==> src/rtl/idli_salu_m.sv <==
// Multi-cycle serial ALU: LSB-first slice beats with persistent Z/N/C/V flags.
// Optional IDLI_SALU_SUB_EN enables the rhs inverter for SUB/CMP.
module idli_salu_m #(
   parameter int unsigned SLICE_W = 4,
   parameter int unsigned DATA_W  = 16,
   localparam int unsigned BEATS  = DATA_W / SLICE_W,
   localparam int unsigned CNT_W  = (BEATS > 1) ? $clog2(BEATS) : 1
) (
   input  logic               i_salu_gck,
   input  logic               i_salu_rst_n,
   input  logic               i_salu_start,
   input  logic [2:0]         i_salu_op,
   input  logic [SLICE_W-1:0] i_salu_lhs,
   input  logic [SLICE_W-1:0] i_salu_rhs,
   output logic [CNT_W-1:0]   o_salu_beat,
   output logic               o_salu_busy,
   output logic [SLICE_W-1:0] o_salu_out,
   output logic               o_salu_out_vld,
   output logic               o_salu_done,
   output logic [3:0]         o_salu_flags
);

   localparam logic [2:0] OpAdd  = 3'd0;
   localparam logic [2:0] OpAnd  = 3'd1;
   localparam logic [2:0] OpOr   = 3'd2;
   localparam logic [2:0] OpXor  = 3'd3;
   localparam logic [2:0] OpSub  = 3'd4;
   localparam logic [2:0] OpCmp  = 3'd5;
   localparam logic [2:0] OpAddc = 3'd6;

   typedef enum logic [1:0] {StIdle, StRun, StDone} state_t;

   state_t             r_state, w_state_nxt;
   logic [2:0]         r_op;
   logic [CNT_W-1:0]   r_cnt;
   logic               r_carry;
   logic               r_zacc;
   logic [3:0]         r_flags;

   logic               w_start_ok;
   logic               w_last;
   logic               w_sub;
   logic               w_arith;
   logic               w_carry_init;
   logic [SLICE_W-1:0] w_rhs_eff;
   logic [SLICE_W:0]   w_sum;
   logic               w_cout;
   logic               w_v;

   assign w_start_ok = i_salu_start && (r_state != StRun);
   assign w_last     = (r_state == StRun) && (r_cnt == CNT_W'(BEATS - 1));
   assign w_arith    = (r_op == OpAdd) || (r_op == OpSub) || (r_op == OpCmp) || (r_op == OpAddc);

`ifdef IDLI_SALU_SUB_EN
   assign w_sub = (r_op == OpSub) || (r_op == OpCmp);
`else
   assign w_sub = 1'b0;
`endif

   assign w_rhs_eff = w_sub ? ~i_salu_rhs : i_salu_rhs;
   assign w_sum     = {1'b0, i_salu_lhs} + {1'b0, w_rhs_eff} + {{SLICE_W{1'b0}}, r_carry};
   assign w_cout    = w_sum[SLICE_W];
   // Carry into the MSB recovered from the MSB sum bit and its two addend bits.
   assign w_v       = w_cout ^ (i_salu_lhs[SLICE_W-1] ^ w_rhs_eff[SLICE_W-1] ^ w_sum[SLICE_W-1]);

   always_comb begin
      o_salu_out = i_salu_lhs ^ i_salu_rhs;
      case (r_op)
         OpAnd:                      o_salu_out = i_salu_lhs & i_salu_rhs;
         OpOr:                       o_salu_out = i_salu_lhs | i_salu_rhs;
         OpAdd, OpSub, OpCmp, OpAddc: o_salu_out = w_sum[SLICE_W-1:0];
         default:                    o_salu_out = i_salu_lhs ^ i_salu_rhs;
      endcase
   end

   always_comb begin
      w_carry_init = 1'b0;
      case (i_salu_op)
`ifdef IDLI_SALU_SUB_EN
         OpSub, OpCmp: w_carry_init = 1'b1;
`endif
         OpAddc:       w_carry_init = r_flags[1];
         default:      w_carry_init = 1'b0;
      endcase
   end

   always_comb begin
      w_state_nxt = r_state;
      case (r_state)
         StIdle:  if (i_salu_start) w_state_nxt = StRun;
         StRun:   if (w_last) w_state_nxt = StDone;
         StDone:  w_state_nxt = i_salu_start ? StRun : StIdle;
         default: w_state_nxt = StIdle;
      endcase
   end

   always_ff @(posedge i_salu_gck or negedge i_salu_rst_n) begin
      if (!i_salu_rst_n) begin
         r_state <= StIdle;
      end else begin
         r_state <= w_state_nxt;
      end
   end

   // Idle op of XOR keeps o_salu_out as lhs^rhs out of reset.
   always_ff @(posedge i_salu_gck or negedge i_salu_rst_n) begin
      if (!i_salu_rst_n) begin
         r_op    <= OpXor;
         r_cnt   <= '0;
         r_carry <= 1'b0;
         r_zacc  <= 1'b0;
         r_flags <= 4'b0;
      end else if (w_start_ok) begin
         r_op    <= i_salu_op;
         r_cnt   <= '0;
         r_carry <= w_carry_init;
         r_zacc  <= 1'b1;
      end else if (r_state == StRun) begin
         r_cnt   <= w_last ? '0 : r_cnt + CNT_W'(1);
         r_carry <= w_arith ? w_cout : r_carry;
         r_zacc  <= r_zacc & (o_salu_out == '0);
         if (w_last) begin
            r_flags <= {r_zacc & (o_salu_out == '0), o_salu_out[SLICE_W-1],
                        w_arith & w_cout, w_arith & w_v};
         end
      end
   end

   assign o_salu_busy    = (r_state == StRun);
   assign o_salu_out_vld = o_salu_busy && (r_op != OpCmp);
   assign o_salu_done    = (r_state == StDone);
   assign o_salu_beat    = r_cnt;
   assign o_salu_flags   = r_flags;

endmodule

==> config.mk <==
export PLATFORM = sky130hd
export DESIGN_NAME = idli_salu_m
export DESIGN_NICKNAME = d
export VERILOG_FILES = /design/src/rtl/idli_salu_m.sv
export SDC_FILE = /design/constraint.sdc
export NUM_CORES = 1
export LEC_CHECK = 0
export ABC_AREA = 1
export CAP_MARGIN = 40
export CORE_AREA = 2 2 67 69
export CTS_CLUSTER_SIZE = 40
export DETAILED_ROUTE_END_ITERATION = 16
export DIE_AREA = 0 0 69 71
export SLEW_MARGIN = 30
export SYNTH_ARGS = -nofsm -noshare
export SYNTH_HDL_FRONTEND = slang
export SYNTH_SLANG_ARGS = --single-unit
==> constraint.sdc <==
create_clock -name i_salu_gck -period 1.8 [get_ports i_salu_gck]
set_input_delay 0.36 -clock i_salu_gck [delete_from_list [all_inputs] [get_ports i_salu_gck]]
set_output_delay 0.36 -clock i_salu_gck [all_outputs]
set_load 0.03 [all_outputs]
# Word-level counts from Yosys, hierarchy flattened
# Index checks and enable logic that the tools add are counted.
[word_totals] ff_bits=13 inputBits=14 output_inout_bits=13 word_cells=61
[op_classes] addsub=3 eq_ne=13 n_mux=14 bitwise=10 n_reduce_logical=15
[ops] op="equality test 3 bit, second input constant" count=4
[ops] op="case mux 4 bit (3 select lines)" count=1
[ops] op="2-to-1 mux 2 bit" count=5
[ops] op="2-to-1 mux 1 bit" count=7
[ops] op="case mux 2 bit (3 select lines)" count=1
[ops] op="adder 4 x 4 -> 5 bit" count=1
[ops] op="adder 5 x 1 -> 5 bit" count=1
[ops] op="AND 4 bit" count=1
[ops] op="equality test 2 bit, second input constant" count=2
[ops] op="zero test 4 bit" count=1
[ops] op="inequality test 2 x 1 -> 1 bit, second input constant" count=2
[ops] op="OR 4 bit" count=1
[ops] op="AND reduction 2 bit" count=2
[ops] op="nonzero test 2 bit" count=2
[ops] op="OR reduction 4 bit" count=1
[ops] op="bitwise XOR 4 bit" count=1
[ops] op="AND 1 bit" count=3
[ops] op="equality test 3 x 1 -> 1 bit, second input constant" count=1
[ops] op="equality test 3 x 2 -> 1 bit, second input constant" count=1
[ops] op="logical AND 1 bit" count=3
[ops] op="zero test 3 bit" count=1
[ops] op="logical OR 1 bit" count=3
[ops] op="inequality test 3 bit, second input constant" count=1
[ops] op="AND reduction 3 bit" count=1
[ops] op="6 further kinds" count=8

# Depth between registers and ports, before layout
# Gate-level depths: netlist of run 1.
[logic_depth] word_depth=7 mapped_depth=10 depth_no_buf=10

# Worst setup path before layout of run 1
# OpenSTA, ideal clock, no wires.
[synth_timing] kind="input-to-output" from="input i_salu_lhs[0]" to="output o_salu_out[1]" t_arrival_ns=1.513 required_time_ns=1.440 slack_ns=-0.073 stages=6 n_path_buf=0 cell_sequence="fa_1 -> inv_1 -> fa_1 -> inv_1 -> nand2_1 -> nand3_4"
[synth_via] elab_chain_len=3
[synth_lines] item="start: declaration" line_no="13" text="input logic [SLICE_W-1:0] i_salu_lhs,"
[synth_lines] item="adder 4 x 4 -> 5 bit" line_no="61" text="assign w_sum = {1'b0, i_salu_lhs} + {1'b0, w_rhs_eff} + {{SLICE_W{1'b0}}, r_carry};"
[synth_lines] item="adder 5 x 1 -> 5 bit" line_no="61"
[synth_lines] item="case mux 4 bit (3 select lines)" line_no="68" text="case (r_op)"
[synth_lines] item="end: declaration" line_no="17" text="output logic [SLICE_W-1:0] o_salu_out,"
# Every way passes these cells.

# Worst setup path in the final report of run 1
[layout_timing] from="register r_carry" to="output o_salu_out[1]"
[layout_via] elab_chain_len=2
[layout_lines] item="start: declaration" line_no="36" text="logic r_carry;"
[layout_lines] item="start signal: assignment" line_no="116" text="r_carry <= w_carry_init;"
[layout_lines] item="start signal: assignment" line_no="120" text="r_carry <= w_arith ? w_cout : r_carry;"
[layout_lines] item="adder 5 x 1 -> 5 bit" line_no="61"
[layout_lines] item="case mux 4 bit (3 select lines)" line_no="68"
# Every way passes these cells.

==> impl_metrics.py, run 1 <==
metrics = {
    "final_layout": {
        "final_common_cell": "nand2_1",
        "multiInputGateArea_sq_um": 646,
        "antenna_cells": 0,
        "fillers": 451,
        "nets": 210,
        "final_cell_mix": "nand2_1, inv_1, buf_4",
        "final_area_sq_mm": 0.00164,
        "drive_above_1_share_pct": 33.2,
        "ff_latch_area_sq_um": 328,
        "area_delta_synth_final_pct": 60.9,
    },
    "power_and_ir_drop": {
        "ir_drop_mv": 0.427,
        "p_per_area_mw_per_mm2": 1620,
        "power.leakage_nw": 0.859,
    },
    "critical_path": {
        "arrival_ns": 1.84,
        "end_kind": "output pin",
        "crit_fanout": 2,
        "start_kind": "flip-flop",
        "crit_required_ns": 1.44,
        "crit_type": "reg -> out",
    },
    "clocking": {
        "cts-htree-levels": 1,
        "clockBufferDepth": 2,
        "root_buffer": "clkbuf_8",
        "cts_tree": "built",
        "path_clk_slew_ns": 0.05,
        "worstSkewPairLatency_ns": 0.25,
        "cts_buffers": 3,
        "cts_num_sinks": 13,
    },
    "floorplan": {
        "die_width_microns": 69,
        "coreArea_sq_mm": 0.00420,
        "start_util_pct": 24.2,
        "io_pins": 27,
        "fp.dieArea_sq_mm": 0.00490,
        "die_h_microns": 71,
        "num_rows": 24,
    },
    "sta": {
        "timing.final.crit_share_pct": 122,
        "setup_violations": 7,
        "tightest_slew_ns": 0.585,
        "skew_ns": 0.00233,
        "fmax_ghz": 0.454,
        "rsz0062_at_grt": "true",
        "worst_slack_ns": -0.400,
        "slew_violations": 0,
        "hold_viol": 0,
        "finalCriticalPeriod_ns": 2.20,
        "relSlewSlack_pct": 60.9,
        "hold_slack_ns": 0.480,
    },
    "logic_synthesis": {
        "synth-edff-count": 0,
        "yosys.cell_types.count": 25,
        "synth_ff_type": "dfrtp_1",
        "yosys_warnings": 0,
        "synthCells": 133,
        "yosysTopAreaCellShare_pct": 27.1,
        "yosys-top-cells-area": "dfrtp_1, ha_1, inv_1, nand2_1, dfstp_2",
        "avgSynthCellArea_sq_um": 7.65,
        "synth_area_sq_mm": 0.00102,
        "syn-num-nets": 158,
        "ys_ff_latch": 13,
        "async_flop_share_pct": 100,
        "yosysTopAreaCell": "dfrtp_1",
        "ys_seq_area_share_pct": 32.2,
    },
    "global_route": {
        "gr-total-overflow": 0,
        "grt_max_degree": 14,
        "grt_pass1_vias": 899,
        "antenna_found_initial": 0,
        "grt_use_total_pct": 9.97,
        "grt_pass1_wl_microns": 4000,
    },
    "drt": {
        "vias": 984,
        "dr.pass1.iters": 4,
        "final_antenna_net_count": 0,
        "routed_wl_microns": 2460,
        "viasPerCell": 4.17,
        "drc": 0,
        "avgRoutedWirePerCell_microns": 10.4,
        "first_iter_violations": 29,
    },
    "placement": {
        "hpwl_microns": 1940,
        "gp_congestion": 0.822,
        "postPlaceCellArea_sq_mm": 0.00143,
        "port_buffers": 26,
        "dp_slack_ns": -0.684,
    },
    "worst_hold_path": {
        "hp-class": "reg -> reg",
    },
    "outcome": {
        "violations": "setup timing",
        "status": "finished, violations left",
    },
    "job": {
        "cap_violations": 0,
    },
}
==> per-stage QoR <==
| stage | util, % | TNS [ns] | total power, W | std cells |
|---|---|---|---|---|
| floorplan | - | 0 | 0.00152 | 133 |
| global placement | 33.9 | -4.73 | 0.00215 | 223 |
| detailed placement | 33.9 | -5.12 | 0.00215 | 223 |
| CTS | 36.8 | -1.79 | 0.00252 | 230 |
| global route | 38.9 | -2.15 | 0.00285 | 236 |
| finish | 38.9 | -1.61 | 0.00264 | 236 |
==> per-layer routing <==
metal,vias up,share of wire (%),global-route usage [%]
met3,2,5.6,2.71
li1,522,-,-
met1,438,49,13.4
met2,22,45,15.9
met5,-,0,0
met4,0,0.57,2.61
==> path summary, 6_finish.rpt <==
check	startpoint	endpoint	slack, ns	cells past startpoint
max in group asynchronous	i_salu_rst_n	r_carry	0.93	1
worst max register to register	r_carry	r_zacc	-0.29	12
worst max-delay path	r_carry	o_salu_out[1]	-0.40	7
worst min-delay path	o_salu_flags[3]	o_salu_flags[3]	0.48	2
min in group asynchronous	i_salu_rst_n	r_state[1]	0.49	1
worst min register to register	o_salu_flags[3]	o_salu_flags[3]	0.48	2
==> cell usage after synthesis (2+ instances only) <==
cell type  number
a21oi_1         2
nand3_2         3
dfrtp_1        11
inv_2           2
nand3_1         7
nand3b_1        2
inv_1          29
nand2_2         2
o21ai_0         8
ha_1            9
nand2_1        29
dfstp_2         2
fa_1            2
o21ai_2         2
nor2_1          8
nand4_1         5
nor2_2          2
==> worst max-delay path: stages, from the launching register on <==
cell     delay, ns
dfrtp_1       0.40
fa_2          0.39
inv_2         0.07
fa_2          0.43
inv_2         0.06
nand2_2       0.06
nand3_4       0.06
buf_6         0.13
==> cells by family after synthesis <==
family	count (synthesis)	synth area share, %
simple gates	59	28.8
buf+inv	31	11.4
compound gates	17	10.8
fa+ha+maj	11	15.0
flops	13	32.2
xor+xnor	2	1.72
==> sequential cells by signal, indices dropped and copies added, names as in the netlist <==
register      count
r_zacc            1
r_carry           1
r_state           2
r_op              3
o_salu_beat       2
o_salu_flags      4
==> layout make-up <==
| cell class | instances | share of cell area (%) |
|---|---|---|
| inverters | 31 | 7.11 |
| well taps | 52 | 3.98 |
| clock inverters | 1 | 0.306 |
| multi-input cells | 89 | 39.4 |
| flip-flops and latches | 13 | 20.0 |
| repair buffers | 47 | 26.6 |
| clock buffers | 3 | 2.52 |
==> power breakdown <==
| group | switching, W | total (W) | internal [W] |
|---|---|---|---|
| sequential | 0.0000950 | 0.000528 | 0.000433 |
| combinational | 0.00103 | 0.00185 | 0.000824 |
| clock | 0.000109 | 0.000262 | 0.000153 |
==> repair_timing <==
item | 4_1_cts | 5_1_grt
pin swaps | 5 | 7
setup endpoints to repair | 11 | 10
buffers inserted | 3 | 6
hold buffers | 0 | 0
resized for setup | 18 | 13
Note: power is estimated with default switching activity, not from simulation.
==> run 2, diff against run 1 <==
--- a/config.mk
+++ b/config.mk
@@ -7,10 +7,10 @@
 export LEC_CHECK = 0
 export ABC_AREA = 1
 export CAP_MARGIN = 40
-export CORE_AREA = 2 2 67 69
+export CORE_AREA = 2 2 56 84
 export CTS_CLUSTER_SIZE = 40
 export DETAILED_ROUTE_END_ITERATION = 16
-export DIE_AREA = 0 0 69 71
+export DIE_AREA = 0 0 58 86
 export SLEW_MARGIN = 30
 export SYNTH_ARGS = -nofsm -noshare
 export SYNTH_HDL_FRONTEND = slang
==> run 2 against run 1 <==
Net effect:
- the flow still finishes with violations (setup timing)
- fmax up 0.92%
- highest routed layer unchanged
- cell area about the same
- die area up 1.8%
- register-to-register slack about the same
- global-route usage up 1.9 points
- core utilization down 0.076 points
- sequential share of layout area about the same
- combinational power up 4%
- critical path depth unchanged
- final cell count down 3.0%
- largest power group unchanged
- count of clock-buffer cells in the layout up 1
==> impl_metrics.py, run 2 (same netlist as run 1, synthesis figures left out) <==
metrics = {
    "sta": {
        "tightest_slew_ns": 0.594,
        "relSlewSlack_pct": 60.3,
        "skew_ns": 0.00256,
        "fmax_ghz": 0.459,
        "slew_violations": 0,
        "finalCriticalPeriod_ns": 2.18,
        "setup_violations": 6,
        "hold_viol": 0,
        "rsz0062_at_grt": "true",
        "worst_slack_ns": -0.380,
        "timing.final.crit_share_pct": 121,
    },
    "power_and_ir_drop": {
        "ir_drop_mv": 0.871,
        "p_per_area_mw_per_mm2": 1680,
        "power.leakage_nw": 0.841,
    },
    "global_route": {
        "grt_pass1_wl_microns": 4520,
        "gr-total-overflow": 0,
        "grt_max_degree": 14,
        "grt_use_total_pct": 11.8,
        "grt_pass1_vias": 1058,
        "antenna_found_initial": 0,
    },
    "floorplan": {
        "start_util_pct": 24.2,
        "fp.dieArea_sq_mm": 0.00499,
        "die_h_microns": 86,
        "num_rows": 29,
        "die_width_microns": 58,
        "io_pins": 27,
        "coreArea_sq_mm": 0.00421,
    },
    "drt": {
        "dr.pass1.iters": 4,
        "drc": 0,
        "first_iter_violations": 15,
        "routed_wl_microns": 2720,
        "final_antenna_net_count": 0,
        "avgRoutedWirePerCell_microns": 11.9,
        "vias": 1013,
        "viasPerCell": 4.42,
    },
    "critical_path": {
        "cp.depth": 7,
        "path_buf_inv": 3,
        "path_cells": "fa_2, inv_2, fa_2, inv_2, nand2_2, nand3_4, buf_6",
        "max_stage_delay_ns": 0.43,
        "end_kind": "output pin",
        "rr_startpoint": "r_carry",
        "crit_type": "reg -> out",
        "critical_path.endpoint": "o_salu_out[1]",
        "start_kind": "flip-flop",
        "slowest_stage": "fa_2",
        "rr_endpoint": "r_zacc",
        "cp_top_family": "adder cells",
        "crit_required_ns": 1.44,
        "crit_start": "r_carry",
        "crit_fanout": 2,
        "reg2reg_slack_ns": -0.28,
        "reg2reg_depth": 12,
        "arrival_ns": 1.82,
    },
    "clocking": {
        "path_clk_slew_ns": 0.06,
        "clockBufferDepth": 2,
        "cts-htree-levels": 1,
        "cts_hold_buf": 0,
        "cts_buffers": 3,
        "root_buffer": "clkbuf_8",
        "worstSkewPairLatency_ns": 0.24,
        "cts_tree": "built",
        "cts_num_sinks": 13,
    },
    "final_layout": {
        "antenna_cells": 0,
        "drive_above_1_share_pct": 34.4,
        "nets": 209,
        "final_common_cell": "nand2_1",
        "final_cell_mix": "nand2_1, inv_1, buf_4",
        "final_area_sq_mm": 0.00164,
        "largest_reg_flops": 4,
        "area_delta_synth_final_pct": 60.8,
        "ff_latch_area_sq_um": 328,
        "fillers": 448,
        "multiInputGateArea_sq_um": 668,
    },
    "outcome": {
        "status": "finished, violations left",
        "violations": "setup timing",
    },
    "placement": {
        "gp_congestion": 0.752,
        "postPlaceCellArea_sq_mm": 0.00144,
        "hpwl_microns": 2100,
        "port_buffers": 26,
        "dp_slack_ns": -0.630,
    },
    "job": {
        "cap_violations": 0,
    },
    "worst_hold_path": {
        "hp-class": "in -> async",
    },
}
==> run 2: changes by cell type in the layout (fill, tap and decap cells not counted), sizes merged <==
cell | before | now
buf | 26 | 25
clkbuf | 3 | 4
clkdlybuf4s50 | 13 | 11
clkinv | 1 | 0
dlygate4sd2 | 1 | 5
dlymetal6s2s | 5 | 3
==> run 2: timing repair <==
item / CTS / global route
endpoints found under the hold margin: 0 / 0
endpoints found under the setup margin: 11 / 10
buffers inserted: 3 / 2
resized for setup: 25 / 16
pin swaps: 5 / 7
==> run 2: worst register-to-register path, stage by stage (launching register included) <==
cell and delay, ns:
dfrtp_1 0.38, fa_2 0.22, inv_2 0.04, fa_2 0.53
inv_2 0.04, nand2_2 0.07, nand3_4 0.06, buf_4 0.14
buf_6 0.10, buf_4 0.13, nor2_4 0.07, nand3_2 0.10
a21oi_2 0.14
==> run 2: report_power, final <==
part	internal [W]	leakage (nW)	total [W]	switching [W]
logic	0.000852	0.657	0.00193	0.00108
registers	0.000433	0.161	0.000551	0.000117
clock network	0.000157	0.0228	0.000263	0.000106
==> run 2: worst min path at each step <==
stage / start / endpoint / slack [ns]
2_1_floorplan: i_salu_rst_n / o_salu_beat[0] / 0.06
6_report: i_salu_rst_n / o_salu_beat[0] / 0.49
3_3_place_gp: o_salu_flags[3] / o_salu_flags[3] / 0.47
5_1_grt: r_state[0] / r_state[0] / 0.52
3_5_place_dp: o_salu_flags[2] / o_salu_flags[2] / 0.48
4_1_cts: o_salu_flags[2] / o_salu_flags[2] / 0.50
==> run 2: area by class of cell <==
| cell class | instances | area share [%] |
|---|---|---|
| multi-input cells | 89 | 40.9 |
| flip-flops and latches | 13 | 20.0 |
| repair buffers | 46 | 25.6 |
| clock buffers | 4 | 2.75 |
| well taps | 46 | 3.52 |
| inverters | 31 | 7.27 |
==> run 2: metal layers <==
layer,vias to the layer above,global-route usage (%),wire [microns]
li1,515,-,-
met1,467,12.3,1040
met2,24,21.9,1510
met3,7,1.51,89
met4,0,6.98,80
met5,-,0,0
==> run 2: per-stage QoR <==
stage	hold slack, ns	power (W)	TNS, ns	cells	utilization, %
2_1_floorplan	0.0644	0.00152	0	133	-
5_1_grt	0.520	0.00296	-1.94	229	38.9
3_5_place_dp	0.482	0.00220	-4.67	220	34.2
3_3_place_gp	0.473	0.00218	-4.57	220	34.2
4_1_cts	0.496	0.00259	-1.64	227	37.1
6_report	0.491	0.00275	-1.49	229	38.9
==> run 3, diff against run 2 <==
--- a/config.mk
+++ b/config.mk
@@ -6,11 +6,12 @@
 export NUM_CORES = 1
 export LEC_CHECK = 0
 export ABC_AREA = 1
-export CAP_MARGIN = 40
+export CAP_MARGIN = 20
 export CORE_AREA = 2 2 56 84
 export CTS_CLUSTER_SIZE = 40
 export DETAILED_ROUTE_END_ITERATION = 16
 export DIE_AREA = 0 0 58 86
+export SETUP_SLACK_MARGIN = 0.1
 export SLEW_MARGIN = 30
 export SYNTH_ARGS = -nofsm -noshare
 export SYNTH_HDL_FRONTEND = slang
==> run 3 against run 2 <==
Net effect:
- the run still ends with setup timing left
- worst hold slack worse by 0.013 ns
- count of clock-buffer cells in the layout stayed put
- cell area is 2.0% higher
- register-to-register slack better by 0.17 ns
- core utilization is 0.77 points higher
- largest cell class unchanged
==> impl_metrics.py, run 3 (same netlist as run 1, synthesis figures left out) <==
metrics = {
    "global_route": {
        "grt_pass1_vias": 999,
        "grt_pass1_wl_microns": 4480,
        "grt_max_degree": 14,
        "gr-total-overflow": 0,
        "grt_use_total_pct": 11.9,
        "antenna_found_initial": 0,
    },
    "sta": {
        "hold_viol": 0,
        "fmax_ghz": 0.458,
        "rsz0062_at_grt": "true",
        "finalCriticalPeriod_ns": 2.18,
        "tightest_slew_ns": 0.606,
        "setup_violations": 8,
        "timing.final.crit_share_pct": 121,
        "slew_violations": 0,
        "skew_ns": 0.00278,
        "relSlewSlack_pct": 59.5,
        "worst_slack_ns": -0.383,
    },
    "critical_path": {
        "crit_type": "reg -> out",
        "crit_required_ns": 1.44,
        "crit_fanout": 2,
        "end_kind": "output pin",
        "start_kind": "flip-flop",
        "arrival_ns": 1.82,
    },
    "power_and_ir_drop": {
        "p_per_area_mw_per_mm2": 1650,
        "sw_frac_of_total_pct": 47.9,
        "pwr-share-seq_pct": 20.1,
        "clock_power_share_pct": 9.7,
        "p_int_w": 0.00143,
        "power.leakage_nw": 0.858,
        "combinationalPowerShare_pct": 70.2,
        "power_switching_w": 0.00131,
        "ir_drop_mv": 0.928,
        "fin_total_pwr_w": 0.00275,
    },
    "floorplan": {
        "start_util_pct": 24.2,
        "io_pins": 27,
        "coreArea_sq_mm": 0.00421,
        "die_width_microns": 58,
        "die_h_microns": 86,
        "num_rows": 29,
        "fp.dieArea_sq_mm": 0.00499,
    },
    "clocking": {
        "cts_num_sinks": 13,
        "clockBufferDepth": 2,
        "cts_buffers": 3,
        "path_clk_slew_ns": 0.06,
        "cts-htree-levels": 1,
        "worstSkewPairLatency_ns": 0.25,
        "root_buffer": "clkbuf_8",
        "cts_tree": "built",
        "cts_hold_buf": 0,
    },
    "final_layout": {
        "final_area_sq_mm": 0.00167,
        "ff_latch_area_sq_um": 328,
        "nets": 213,
        "fillers": 465,
        "largest_reg_flops": 4,
        "antenna_cells": 0,
        "multiInputGateArea_sq_um": 676,
        "final_cell_mix": "nand2_1, buf_4, inv_1",
        "final_common_cell": "nand2_1",
        "area_delta_synth_final_pct": 64.0,
        "drive_above_1_share_pct": 38.5,
    },
    "drt": {
        "final_antenna_net_count": 0,
        "first_iter_violations": 18,
        "dr.pass1.iters": 4,
        "drc": 0,
        "viasPerCell": 4.45,
        "vias": 1036,
        "avgRoutedWirePerCell_microns": 11.8,
        "routed_wl_microns": 2760,
    },
    "placement": {
        "hpwl_microns": 2110,
        "gp_congestion": 0.834,
        "port_buffers": 26,
        "postPlaceCellArea_sq_mm": 0.00143,
    },
    "outcome": {
        "violations": "setup timing",
        "status": "finished, violations left",
    },
    "job": {
        "cap_violations": 0,
    },
    "worst_hold_path": {
        "hp-class": "reg -> reg",
    },
}
run 3: area by class of cell:
type | count | area share (%)
multi-input combinational | 89 | 40.5
timing repair buffer | 50 | 26.6
sequential | 13 | 19.7
inverter | 31 | 7.13
tap | 46 | 3.45
clock buffer | 4 | 2.70
run 3: metal layers:
metal | track usage (%) | vias up | wire [microns]
li1 | - | 529 | -
met1 | 13.8 | 480 | 1100
met2 | 21.1 | 23 | 1500
met3 | 1.21 | 4 | 92
met4 | 6.34 | 0 | 64
met5 | 0 | - | 0
run 3: power groups by stage:
stage               logic, W  registers (W)  clock network [W]
global route         0.00210       0.000571           0.000292
detailed placement   0.00160       0.000545                  0
global placement     0.00158       0.000547                  0
floorplan           0.000930       0.000619                  0
CTS                  0.00167       0.000543           0.000277
finish               0.00193       0.000553           0.000267
run 3: metrics by stage:
step | util, % | worst slack (ns) | setup TNS [ns] | cells | hold slack [ns]
6_report | 39.6 | -0.383 | -1.27 | 233 | 0.478
5_1_grt | 39.6 | -0.467 | -2.00 | 233 | 0.503
4_1_cts | 37.2 | -0.406 | -1.31 | 226 | 0.483
3_5_place_dp | 34.0 | -0.623 | -4.55 | 218 | 0.469
3_3_place_gp | 34.0 | -0.606 | -4.33 | 218 | 0.468
2_1_floorplan | - | 0.0181 | 0 | 133 | 0.0644
run 3: final timing paths:
check	slack [ns]	cells past startpoint	end	start
max	-0.38	7	o_salu_out[1]	r_carry
min	0.48	2	o_salu_flags[3]	o_salu_flags[3]
max reg2reg	-0.11	10	r_zacc	r_carry
min reg2reg	0.48	2	o_salu_flags[3]	o_salu_flags[3]
max in group asynchronous	0.91	1	r_state[1]	i_salu_rst_n
min in group asynchronous	0.49	1	r_op[2]	i_salu_rst_n
run 3: worst max-delay path, stage by stage, from the launching register on:
cell and delay (ns):
dfrtp_1 0.41, fa_2 0.37, inv_2 0.07, fa_2 0.43, inv_2 0.06, nand2_2 0.05, nand3_4 0.06, buf_6 0.13
run 3: timing repair:
item                                    in CTS  in global routing
endpoints found under the setup margin      13                 14
gates cloned                                 0                  0
setup buffers                                4                  7
pin swaps                                    8                 10
gates resized for setup                     32                 16
